<file path="src/rtl/pixel_streamer.sv">
// pixel_streamer: frame source for the convolution front end.
//
// Holds one W x H 8-bit image in a register array that is loaded through a
// simple write port. On start it replays the image in raster order as a
// valid/ready stream, with first/last framing and a one-cycle done pulse.
//
// Optional feature macro: PIXEL_STREAMER_PAD_EN
//   Defined:   stream is (W+2) x (H+2) with a zero border for "same"
//              convolution.
//   Undefined: exactly W x H pixels.
//
// Ports:
//   clk          clock, rising edge
//   rst          synchronous active-high reset
//   wr_en        frame-memory write strobe (honoured in IDLE only)
//   wr_addr      row-major write index row*W + col
//   wr_data      pixel to store
//   start        begin streaming a frame (level-sampled in IDLE)
//   pixel_ready  downstream accepts the current pixel
//   pixel_out    current pixel
//   pixel_valid  pixel_out is valid
//   first_pixel  current pixel is frame position (0,0)
//   last_pixel   current pixel is the final frame position
//   busy         a frame is in progress
//   done         one-cycle pulse after the last pixel is accepted
module pixel_streamer #(
  parameter int unsigned W  = 5,
  parameter int unsigned H  = 5,
  parameter int unsigned AW = $clog2(W * H)
) (
  input  logic          clk,
  input  logic          rst,
  input  logic          wr_en,
  input  logic [AW-1:0] wr_addr,
  input  logic [7:0]    wr_data,
  input  logic          start,
  input  logic          pixel_ready,
  output logic [7:0]    pixel_out,
  output logic          pixel_valid,
  output logic          first_pixel,
  output logic          last_pixel,
  output logic          busy,
  output logic          done
);

`ifdef PIXEL_STREAMER_PAD_EN
  localparam int unsigned SW = W + 2;
  localparam int unsigned SH = H + 2;
`else
  localparam int unsigned SW = W;
  localparam int unsigned SH = H;
`endif
  localparam int unsigned Depth = W * H;
  localparam int unsigned CW    = $clog2(SW);
  localparam int unsigned RW    = $clog2(SH);
  localparam logic [CW-1:0] ColMax = CW'(SW - 1);
  localparam logic [RW-1:0] RowMax = RW'(SH - 1);

  typedef enum logic [1:0] {StIdle, StStream, StDone} state_e;

  state_e        state_q;
  logic [7:0]    mem_q [Depth];
  logic [RW-1:0] row_q;
  logic [CW-1:0] col_q;
  logic [7:0]    pixel_q;
  logic          valid_q, first_q, last_q, busy_q, done_q;

  logic [RW-1:0] row_nxt;
  logic [CW-1:0] col_nxt;
  logic          nxt_last;
  logic [7:0]    nxt_pix;
  logic [7:0]    first_pix;
  logic          wr_ok;

  // Next raster position and the pixel that lives there, so the output
  // register can be refilled on the same edge that accepts the current pixel.
  always_comb begin
    row_nxt = row_q;
    col_nxt = col_q + 1'b1;
    if (col_q == ColMax) begin
      col_nxt = '0;
      row_nxt = row_q + 1'b1;
    end
    nxt_last = (row_nxt == RowMax) && (col_nxt == ColMax);
`ifdef PIXEL_STREAMER_PAD_EN
    nxt_pix = 8'd0;
    if (row_nxt != '0 && row_nxt != RowMax && col_nxt != '0 && col_nxt != ColMax) begin
      nxt_pix = mem_q[AW'((32'(row_nxt) - 1) * W + 32'(col_nxt) - 1)];
    end
`else
    nxt_pix = mem_q[AW'(32'(row_nxt) * W + 32'(col_nxt))];
`endif
  end

  assign wr_ok = wr_en && (state_q == StIdle) && (32'(wr_addr) < Depth);

  // Write-first: a same-cycle write to address 0 is what (0,0) must show.
`ifdef PIXEL_STREAMER_PAD_EN
  assign first_pix = 8'd0;
`else
  assign first_pix = (wr_ok && wr_addr == '0) ? wr_data : mem_q[0];
`endif

  always_ff @(posedge clk) begin
    if (rst) begin
      state_q <= StIdle;
      for (int i = 0; i < int'(Depth); i++) mem_q[i] <= 8'd0;
      row_q   <= '0;
      col_q   <= '0;
      pixel_q <= 8'd0;
      valid_q <= 1'b0;
      first_q <= 1'b0;
      last_q  <= 1'b0;
      busy_q  <= 1'b0;
      done_q  <= 1'b0;
    end else begin
      unique case (state_q)
        StIdle: begin
          if (wr_ok) mem_q[wr_addr] <= wr_data;
          if (start) begin
            state_q <= StStream;
            row_q   <= '0;
            col_q   <= '0;
            pixel_q <= first_pix;
            valid_q <= 1'b1;
            first_q <= 1'b1;
            last_q  <= 1'b0;
            busy_q  <= 1'b1;
          end
        end
        StStream: begin
          if (pixel_ready) begin
            if (last_q) begin
              state_q <= StDone;
              pixel_q <= 8'd0;
              valid_q <= 1'b0;
              first_q <= 1'b0;
              last_q  <= 1'b0;
              done_q  <= 1'b1;
            end else begin
              row_q   <= row_nxt;
              col_q   <= col_nxt;
              pixel_q <= nxt_pix;
              first_q <= 1'b0;
              last_q  <= nxt_last;
            end
          end
        end
        StDone: begin
          state_q <= StIdle;
          done_q  <= 1'b0;
          busy_q  <= 1'b0;
        end
        default: state_q <= StIdle;
      endcase
    end
  end

  assign pixel_out   = pixel_q;
  assign pixel_valid = valid_q;
  assign first_pixel = first_q;
  assign last_pixel  = last_q;
  assign busy        = busy_q;
  assign done        = done_q;

endmodule

</file>
<file path="config.mk">
export PLATFORM = sky130hd
export DESIGN_NAME = pixel_streamer
export DESIGN_NICKNAME = d
export VERILOG_FILES = /design/src/rtl/pixel_streamer.sv
export SDC_FILE = /design/constraint.sdc
export NUM_CORES = 1
export LEC_CHECK = 0
export BUFFER_PORTS_ARGS = -buffer_cell sky130_fd_sc_hd__buf_2
export CELL_PAD_IN_SITES_DETAIL_PLACEMENT = 1
export CELL_PAD_IN_SITES_GLOBAL_PLACEMENT = 1
export CORE_ASPECT_RATIO = 0.5
export CORE_UTILIZATION = 50
export CTS_CLUSTER_DIAMETER = 40
export CTS_CLUSTER_SIZE = 14
export DETAILED_ROUTE_END_ITERATION = 8
export PLACE_DENSITY_LB_ADDON = 0.3
export SYNTH_ARGS = -nofsm -noshare
export SYNTH_HDL_FRONTEND = slang
export SYNTH_SLANG_ARGS = --single-unit
export TNS_END_PERCENT = 10
</file>
<file path="constraint.sdc">
create_clock -name clk -period 8.5 [get_ports clk]
set_input_delay 0.85 -clock clk [delete_from_list [all_inputs] [get_ports clk]]
set_output_delay 0.85 -clock clk [all_outputs]
set_load 0.05 [all_outputs]
</file>
==> results of run 1 <==
## how the worst max path moves through the flow
stage	from	endpoint	cells after the start
floorplan	row_q[0]	pixel_out[2]	15
global placement	row_q[0]	pixel_out[4]	12
detailed placement	row_q[0]	pixel_out[5]	13
CTS	row_q[0]	pixel_out[5]	13
global route	row_q[0]	pixel_out[4]	12
finish	row_q[0]	pixel_out[1]	12
## cells in the mapped netlist (5+ instances only)
cell type  number
a311oi_1       10
nor2b_1         7
nor2_1         65
mux2i_1        65
a22oi_1        10
and2_1        204
or2_2          26
inv_1           7
a211oi_1       11
buf_6           7
o22ai_1        20
a31oi_1        16
o21ai_0        17
dfxtp_1        21
mux4_2         14
o32ai_1         5
nor3_1         42
buf_4           5
a21oi_1        41
clkbuf_1       36
nand2_1        93
o221ai_1        7
nand3_1         6
mux2_2         13
buf_2          12
nand3b_1        5
or3_1          10
edfxtp_1      256
ha_1           10
buf_1           7
a21o_1          5
nand4_1        10
## through the flow
step	instance area (sq um)	power [W]	hold WS [ns]	std cells	util
global placement	14320	0.001842	0.4596	1504	0.5355
CTS	15230	0.003090	0.4825	1554	0.5694
floorplan	14000	0.001757	0.5058	1177	-
global route	15230	0.003163	0.5276	1554	0.5694
finish	15230	0.003095	0.4799	1554	0.5694
detailed placement	14320	0.001855	0.4696	1504	0.5355
## state kept, by name, summed over array words and instances (netlist names)
signal and cells:
col_q 3, busy 1, state_q 2, mem_q 256
done 1, first_pixel 1, pixel_out 8, last_pixel 1
pixel_valid 1, row_q 3
## cell families after synthesis
family | count (synthesis)
compound gates | 166
flops | 277
other cells | 1
fa+ha+maj | 11
simple gates | 483
xor+xnor | 8
mux | 100
buf+inv | 76
## power groups by stage
stage                     Clock, W  Combinational, W  Sequential, W
after CTS                  0.00126          0.000253        0.00158
final                      0.00126          0.000259        0.00158
after global placement           0          0.000242        0.00160
after floorplan                  0          0.000153        0.00160
after global routing       0.00131          0.000273        0.00158
after detailed placement         0          0.000250        0.00160
## metal layers
layer  GRT usage  wire length [um]  part of all wire
met2      0.4789             19210              0.45
met4      0.1128              1531             0.036
met5           0                 0                 0
met3     0.06212              4235             0.099
met1      0.4321             17710              0.41
## critical path: cells and delay by family, from the launching register on
family / cells / cell delay (ns)
buf+inv: 3 / 1.65
flops: 1 / 0.31
mux: 1 / 0.30
simple gates: 2 / 0.87
compound gates: 3 / 0.84
fa+ha+maj: 3 / 1.30
## layout make-up
type / instances / area (sq um)
Fill cell: 2720 / 11520
Sequential cell: 277 / 8109
Multi-Input combinational cell: 824 / 5492
Clock buffer: 34 / 764.5
Tap cell: 352 / 440.4
Timing Repair Buffer: 44 / 255.2
Clock inverter: 16 / 143.9
Inverter: 7 / 26.28
## cells in the final DEF (no fill, tap or decap), types with 11 or more instances in the layout
cell type | synthesis | layout
a31oi_1 | 16 | 16
or2_2 | 26 | 26
and2_1 | 204 | 204
mux2i_1 | 65 | 65
buf_4 | 5 | 14
clkbuf_16 | 0 | 29
o22ai_1 | 20 | 20
dfxtp_1 | 21 | 20
nand2_1 | 93 | 93
edfxtp_1 | 256 | 256
a211oi_1 | 11 | 11
a21oi_1 | 41 | 41
mux2_2 | 13 | 13
conb_1 | 1 | 56
mux4_2 | 14 | 14
nor3_1 | 42 | 42
nor2_1 | 65 | 65
o21ai_0 | 17 | 17
buf_2 | 12 | 30
==> impl_metrics.yaml, run 1 <==
run_status:
  status: "finished clean"
floorplan:
  start_util: 0.5157
  dieArea_sq_um: 28300
  die_h_um: 119.5
  num_rows: 42
  die_width_um: 236.9
  ios: 31
  coreArea_sq_um: 26750
global_routing:
  grt_pass1_vias: 10240
  grt-ovfl-total: 0
  grt_start_max_net_pins: 80
  grt_pass1_wl_um: 64360
  grt_use_total: 0.3087
  antenna_found_initial: 0
synthesis:
  syn-cell-area_sq_um: 13790
  synth.top_cells.by_area: "edfxtp_1 (56%), and2_1 (9.3%), mux2i_1 (4.7%)"
  syn_inst: 1122
  synth_top_family_by_area: "simple AND/OR/NAND/NOR gates"
  async_reset_ff_frac: 0
  postSynthAreaPerCell_sq_um: 12.29
  synthMuxAreaShare: 0.09152
  synth_edf_count: 256
  synthAdderAreaFrac: 0.01052
  yosysTopAreaCellShare: 0.5573
  ys_seq_area_frac: 0.5878
  ys_ff_latch: 277
  yosysWarnings: 0
  synth_cell_types: 67
  yosys.area_share.simple: 0.1884
  synth-main-ff-cell: "edfxtp_1"
  synthXorXnorAreaFrac: 0.008889
  synth_compound_area_frac: 0.08336
  synth_top_area_cell: "edfxtp_1"
final_layout:
  fin_nets: 1212
  insertedDiodeCount: 0
  drive_gt1_frac: 0.1306
  area_growth_pct: 10.41
drt:
  routed_wl_um: 42690
  ant_nets: 0
  wl_per_cell_um: 27.47
  via_count: 9873
  post-route-drc-count: 0
  drtIter0Drc: 1139
  firstDrtPassIters: 5
  via_per_inst: 6.353
clock_network:
  clk_latency_ns: 0.57
  cts_hold_buf: 0
  post_cts_resize_count: 0
  clock-sinks: 277
  cts_tree: "yes"
  cts.clk_slew.worst_paths_ns: 0.07
  htree_levels: 1
  postCtsSetupRepairBufs: 0
  clockRootBuffer: "clkbuf_16"
  numCtsBuffers: 29
  cts.path.max_buffers: 3
power:
  p_sw_frac: 0.2554
  seq_power_share: 0.509
  p_switching_w: 0.0007905
  combPwrFrac: 0.084
  power_density_nw_per_um2: 203.2
  leakage_nw: 5.788
  clkPwrFrac: 0.407
  peakVddDrop_uv: 124.6
  p_int_w: 0.002304
critical_path:
  crit_type: "flip-flop to flip-flop"
  crit_arrival_ns: 5.87
  r2r-end: "pixel_out[1]"
  cp-end-kind: "flip-flop"
  required_ns: 8.96
  worst-r2r-cell-count: 12
  critical_path.cell_chain: "buf_4 > ha_1 > mux2_2 > ha_1 > ha_2 > buf_4 > inv_1 > nor2_1 > nand2_1 > o221ai_1 > o22ai_1 > a311oi_1"
  slowest_stage: "buf_4"
  r2r-start: "row_q[0]"
  critPathMaxStageDelay_ns: 0.67
  critPathMaxFanout: 79
  r2r_slack_ns: 3.09
  start_kind: "flip-flop"
worst_hold_path:
  hold_path.class: "flip-flop to flip-flop"
  hp-start: "busy"
  hold_end: "busy"
  holdPathStages: 2
sta:
  maxSlewViolCount: 0
  fmax_mhz: 184.8
  period_share: 0.6366
  tightest_slew_ns: 1.105
  finalSetupTns_ns: 0
  finClkSkew_ns: 0.02020
  max_slew_margin: 0.2529
  timing.final.ws_setup_ns: 3.089
  setup_viol_count_final: 0
  hold_violations: 0
  min_period_ns: 5.411
  rsz0062_at_grt: "false"
placement:
  hpwl_um: 28140
  portBuffers: 30
  routabilityCongestion: 0.9430
  pre_cts_slack_ns: 3.297
flow_run:
  cap_violations: 0
(Power assumes the default switching activity.)
==> run 2, diff against run 1 <==
- ABC_AREA: unset -> 1
- CORE_UTILIZATION: 50 -> 45
- clock period: 8.5 -> 4.9 ns (I/O delays scaled with it)
==> run 2 against run 1 <==
Effect of this change: final area is 5.5% lower; critical endpoint is now pixel_out[3]; sequential power increased by 73%; routed wire length decreased by 5.2%; total power rose by 77%; flip-flop and latch count unchanged; synthesized area is 6.7% lower; highest routed layer unchanged.
==> impl_metrics.yaml, run 2 <==
synthesis:
  synth-main-ff-cell: "edfxtp_1"
  syn_inst: 1319
  synth_edf_count: 256
  synth.top_cells.by_area: "edfxtp_1 (60%), nand3_1 (15%), nand2_1 (7.1%)"
  synth_top_area_cell: "edfxtp_1"
  ys_ff_latch: 277
  synth.most_common_cell: "nand3_1"
  synth_cell_types: 30
  syn-cell-area_sq_um: 12860
  async_reset_ff_frac: 0
  yosysWarnings: 0
  ys_seq_area_frac: 0.6303
  yosysTopAreaCellShare: 0.5976
  ys_top_cells_by_count: "nand3_1 (374), edfxtp_1 (256), nand2_1 (242), nor2_1 (214), clkbuf_1 (31)"
  postSynthAreaPerCell_sq_um: 9.753
clock_network:
  cts_tree: "yes"
  cts_hold_buf: 0
  clk_latency_ns: 0.58
  cts.path.max_buffers: 3
  numCtsBuffers: 30
  htree_levels: 1
  post_cts_resize_count: 0
  clock-sinks: 277
  postCtsSetupRepairBufs: 0
  clockRootBuffer: "clkbuf_16"
  cts.clk_slew.worst_paths_ns: 0.06
floorplan:
  dieArea_sq_um: 29310
  num_rows: 43
  die_h_um: 121.6
  ios: 31
  coreArea_sq_um: 27870
  start_util: 0.4616
  die_width_um: 241.1
critical_path:
  critPathMaxFanout: 43
  crit_arrival_ns: 4.20
  worst-r2r-cell-count: 16
  start_kind: "flip-flop"
  r2r-start: "col_q[0]"
  crit_type: "flip-flop to flip-flop"
  critPathMaxStageDelay_ns: 0.57
  critical_path.cell_chain: "inv_1 > ha_1 > nand2_2 > nand2_1 > inv_2 > nand2_4 > inv_1 > ha_2 > fa_1 > buf_4 > nand3_1 > nand3_1 > nand3_1 > nand2_1 > nand2_1 > a21oi_1"
  r2r-end: "pixel_out[3]"
  r2r_slack_ns: 1.19
  cp-end-kind: "flip-flop"
  required_ns: 5.38
  slowest_stage: "fa_1"
  critical_path.endpoint: "pixel_out[3]"
  startpoint: "col_q[0]"
sta:
  rsz0062_at_grt: "false"
  maxSlewViolCount: 0
  fmax_mhz: 269.2
  max_slew_margin: 0.2160
  tightest_slew_ns: 1.172
  period_share: 0.7581
  finalSetupTns_ns: 0
  setup_viol_count_final: 0
  finClkSkew_ns: 0.03734
  hold_violations: 0
  min_period_ns: 3.715
drt:
  drtIter0Drc: 1069
  ant_nets: 0
  post-route-drc-count: 0
  via_count: 10330
  drt-met1-wl_um: 17540
  top_layer: "met4"
  via_per_inst: 5.827
  dr_wl_met3_um: 2995
  firstDrtPassIters: 5
  wl_per_cell_um: 22.83
  met2_length_um: 18720
  routed_wl_um: 40480
final_layout:
  insertedDiodeCount: 0
  seqCellArea_sq_um: 8108
  multi_input_area_sq_um: 4344
  area_growth_pct: 11.89
  layout_common_cells: "nand3_1 (374), edfxtp_1 (256), nand2_1 (242)"
  final_cells: 1773
  largest_reg_flops: 256
  final_common_cell: "nand3_1"
  drive_gt1_frac: 0.08411
  final_util: 0.5164
  fin_nets: 1398
  top_register: "mem_q"
  fill_cells: 3142
global_routing:
  antenna_found_initial: 0
  grt_pass1_wl_um: 62170
  grt-ovfl-total: 0
  grt_start_max_net_pins: 89
  grt_pass1_vias: 10420
  grt_use_total: 0.2859
power:
  seq_power_share: 0.499
  p_int_w: 0.004053
  p_sw_frac: 0.2590
  clkPwrFrac: 0.414
  peakVddDrop_uv: 249.9
  leakage_nw: 5.703
  combPwrFrac: 0.087
  power_density_nw_per_um2: 380.1
  p_switching_w: 0.001417
  fin_total_pwr_w: 0.005470
flow_run:
  cap_violations: 0
run_status:
  status: "finished clean"
placement:
  routabilityCongestion: 0.9241
  portBuffers: 30
  hpwl_um: 26270
  placedCellCount: 1719
worst_hold_path:
  hold_path.class: "input port to flip-flop"
==> run 2: power groups by stage <==
stage	sequential, W	clock [W]	combinational [W]
detailed placement	0.00278	0	0.000464
floorplan	0.00280	0	0.000275
CTS	0.00273	0.00227	0.000468
finish	0.00273	0.00226	0.000475
global placement	0.00277	0	0.000452
global route	0.00274	0.00236	0.000512
==> run 2: final cells by class <==
class,instances,area share
clock buffers,34,0.05320
inverters,44,0.01148
flip-flops and latches,277,0.5633
multi-input cells,965,0.3018
clock inverters,20,0.01382
repair buffers,51,0.02312
well taps,382,0.03321
==> run 2: kinds of logic (layout without fill, tap and decap cells) <==
group / after synthesis / in the layout / synth area share
flip-flops: 277 / 277 / 0.6303
buffers and inverters: 132 / 149 / 0.04961
adder cells (fa/ha/maj): 11 / 11 / 0.01128
AND/OR/NAND/NOR: 847 / 847 / 0.2875
XOR/XNOR: 2 / 2 / 0.001362
AO/OA/AOI/OAI: 49 / 49 / 0.01965
other: 1 / 56 / 0.0002915
==> run 2: critical path: cells and delay by family, from the launching register on <==
| family | cells | cell delay (ns) |
|---|---|---|
| AO/OA/AOI/OAI | 1 | 0.15 |
| adder cells (fa/ha/maj) | 3 | 0.99 |
| AND/OR/NAND/NOR | 8 | 1.44 |
| buffers and inverters | 4 | 0.73 |
| flip-flops | 1 | 0.32 |
==> run 2: stage by stage <==
step	setup WS [ns]	hold slack (ns)	area [sq um]
detailed placement	1.293	0.4666	13430
floorplan	1.884	0.4529	13070
CTS	1.251	0.2025	14390
global placement	1.456	0.4458	13430
global route	0.9464	0.2094	14390
finish	1.185	0.2262	14390
==> run 2: how the worst min path moves through the flow <==
| stage | from | endpoint | slack (ns) | depth (start not counted) |
|---|---|---|---|---|
| 3_3_place_gp | busy | busy | 0.45 | 2 |
| 6_report | wr_data[3] | mem_q[25][3] | 0.23 | 1 |
| 2_1_floorplan | row_q[2] | row_q[2] | 0.45 | 2 |
| 4_1_cts | wr_data[3] | mem_q[28][3] | 0.20 | 1 |
| 5_1_grt | wr_data[3] | mem_q[30][3] | 0.21 | 1 |
| 3_5_place_dp | busy | busy | 0.47 | 2 |
==> run 2: layer usage <==
metal	vias to the layer above	global-route usage
met5	-	0
met4	0	0.08149
met3	94	0.04532
met2	423	0.4571
met1	5196	0.4051
li1	4619	-
==> run 3, diff against run 2 <==
- clock period: 4.9 -> 3.08 ns (I/O delays scaled with it)
==> run 3 against run 2 <==
Effect of this change: clock-buffer cell count fell by 2; clock power up 62%; first-iteration DRC count up 9.3%; via count up 3.1%; total power rose by 62%; combinational power grew 76%; worst setup slack worse by 1.2 ns; flip-flop and latch count is the same; global-route usage increased by 0.89 points; worst hold slack got worse by 0.22 ns; routed wire length grew 7.7%; the flow now finishes with violations (setup timing); die area did not move.
==> impl_metrics.yaml, run 3 (same netlist as run 2, synthesis figures left out) <==
flow_run:
  cap_violations: 0
final_layout:
  area_growth_pct: 18.50
  fill_cells: 3131
  drive_gt1_frac: 0.1561
  layout_common_cells: "nand3_1 (332), edfxtp_1 (256), nand2_1 (232)"
  insertedDiodeCount: 0
  final_common_cell: "nand3_1"
  final_cells: 1811
  top_register: "mem_q"
  fin_nets: 1437
  largest_reg_flops: 256
drt:
  via_per_inst: 5.880
  firstDrtPassIters: 5
  wl_per_cell_um: 24.08
  post-route-drc-count: 0
  routed_wl_um: 43610
  drtIter0Drc: 1168
  ant_nets: 0
  via_count: 10650
sta:
  maxSlewViolCount: 0
  period_share: 1.016
  rsz0062_at_grt: "true"
  timing.final.ws_setup_ns: -0.05050
  min_period_ns: 3.130
  finClkSkew_ns: 0.01139
  fmax_mhz: 319.4
  tightest_slew_ns: 0.9428
  hold_violations: 0
  max_slew_margin: 0.3676
  setup_viol_count_final: 1
critical_path:
  worst-r2r-cell-count: 18
  crit_arrival_ns: 3.63
  crit_type: "flip-flop to flip-flop"
  required_ns: 3.58
  startpoint: "col_q[1]"
  cp-end-kind: "flip-flop"
  r2r-end: "pixel_out[1]"
  critical_path.endpoint: "pixel_out[1]"
  r2r_slack_ns: -0.05
  r2r-start: "col_q[1]"
  critPathMaxFanout: 8
  start_kind: "flip-flop"
power:
  power_density_nw_per_um2: 581.0
  peakVddDrop_uv: 378.0
  fin_total_pwr_w: 0.008857
  leakage_nw: 6.018
clock_network:
  cts.path.max_buffers: 3
  numCtsBuffers: 29
  cts.clk_slew.worst_paths_ns: 0.07
  cts_tree: "yes"
  htree_levels: 1
  clock-sinks: 277
  clockRootBuffer: "clkbuf_16"
  clk_latency_ns: 0.58
floorplan:
  ios: 31
  start_util: 0.4616
  dieArea_sq_um: 29310
  die_width_um: 241.1
  num_rows: 43
  die_h_um: 121.6
  coreArea_sq_um: 27870
placement:
  hpwl_um: 27280
  portBuffers: 30
  placedCellCount: 1751
  routabilityCongestion: 0.9340
global_routing:
  grt_use_total: 0.2948
  grt_start_max_net_pins: 130
  grt_pass1_vias: 10510
  grt_pass1_wl_um: 63840
  antenna_found_initial: 0
  grt-ovfl-total: 0
run_status:
  violations: "setup timing"
  status: "finished, violations left"
worst_hold_path:
  hold_path.class: "input port to flip-flop"
  holdPathStages: 1
[run 3: changes by cell type in the layout (fill, tap and decap cells not counted), moves of 6 or more]
| cell | delta |
|---|---|
| buf_4 | +23 |
| buf_12 | +8 |
| nand2_1 | -10 |
| nand3_2 | +42 |
| ha_1 | -6 |
| nand3_1 | -42 |
| ha_4 | +7 |
| nand2_2 | +9 |
[run 3: worst min-delay path by stage]
stage | start | end | slack [ns]
detailed placement | first_pixel | first_pixel | 0.46
CTS | wr_data[4] | mem_q[25][4] | 0.002
finish | wr_data[4] | mem_q[26][4] | 0.008
global route | wr_data[4] | mem_q[26][4] | 0.02
global placement | busy | busy | 0.45
floorplan | rst | busy | 0.38
[run 3: routing by layer]
metal / global-route usage / share of wire
met1: 0.4189 / 0.42
met2: 0.4675 / 0.46
met3: 0.05688 / 0.095
met4: 0.07041 / 0.024
met5: 0 / 0
[run 3: final cells by class]
class	instances	area, sq um	share of cell area
Inverter	44	170.2	0.01116
Sequential cell	277	8110	0.5321
Tap cell	382	478.0	0.03136
Clock inverter	20	235.2	0.01543
Multi-Input combinational cell	966	4713	0.3092
Clock buffer	32	737.0	0.04835
Timing Repair Buffer	90	799.5	0.05245
[run 3: power by group]
part	leakage (nW)	internal, W	switching (W)	total (W)
Combinational	2.77	0.000204	0.000632	0.000836
Clock	0.466	0.00208	0.00159	0.00367
Sequential	2.78	0.00428	0.0000680	0.00435
Total	6.02	0.00657	0.00229	0.00886
[run 3: worst max-delay path, stage by stage (launching register included)]
cell       delay, ns
dfxtp_2         0.34
inv_2           0.07
ha_4            0.14
nand2_2         0.06
buf_4           0.16
nand2_2         0.08
nand2_2         0.10
ha_4            0.29
ha_4            0.20
fa_2            0.60
buf_6           0.12
buf_12          0.14
clkbuf_16       0.17
nand3_2         0.08
nand3_2         0.08
nand3_1         0.08
nand2_1         0.09
nand2_1         0.06
a21oi_1         0.18
[run 3: repair_timing]
item	CTS	global route
hold buffers	1	0
resized for setup	16	70
endpoints found under the setup margin	8	8
endpoints found under the hold margin	6	0
pin swaps	1	33
gates cloned	1	4
buffers inserted	0	2
[run 3: stage by stage]
step / worst slack [ns] / hold WS (ns) / instance area [sq um] / TNS [ns] / util
after floorplan: 0.06418 / 0.3771 / 13070 / 0 / -
after global placement: 0.04794 / 0.4456 / 13760 / 0 / 0.4936
after detailed placement: -0.1669 / 0.4566 / 13760 / -1.061 / 0.4936
after CTS: 0.009829 / 0.001700 / 14830 / 0 / 0.5322
after global routing: -0.1412 / 0.01851 / 15240 / -0.7400 / 0.5470
final: -0.05050 / 0.008068 / 15240 / -0.05050 / 0.5470
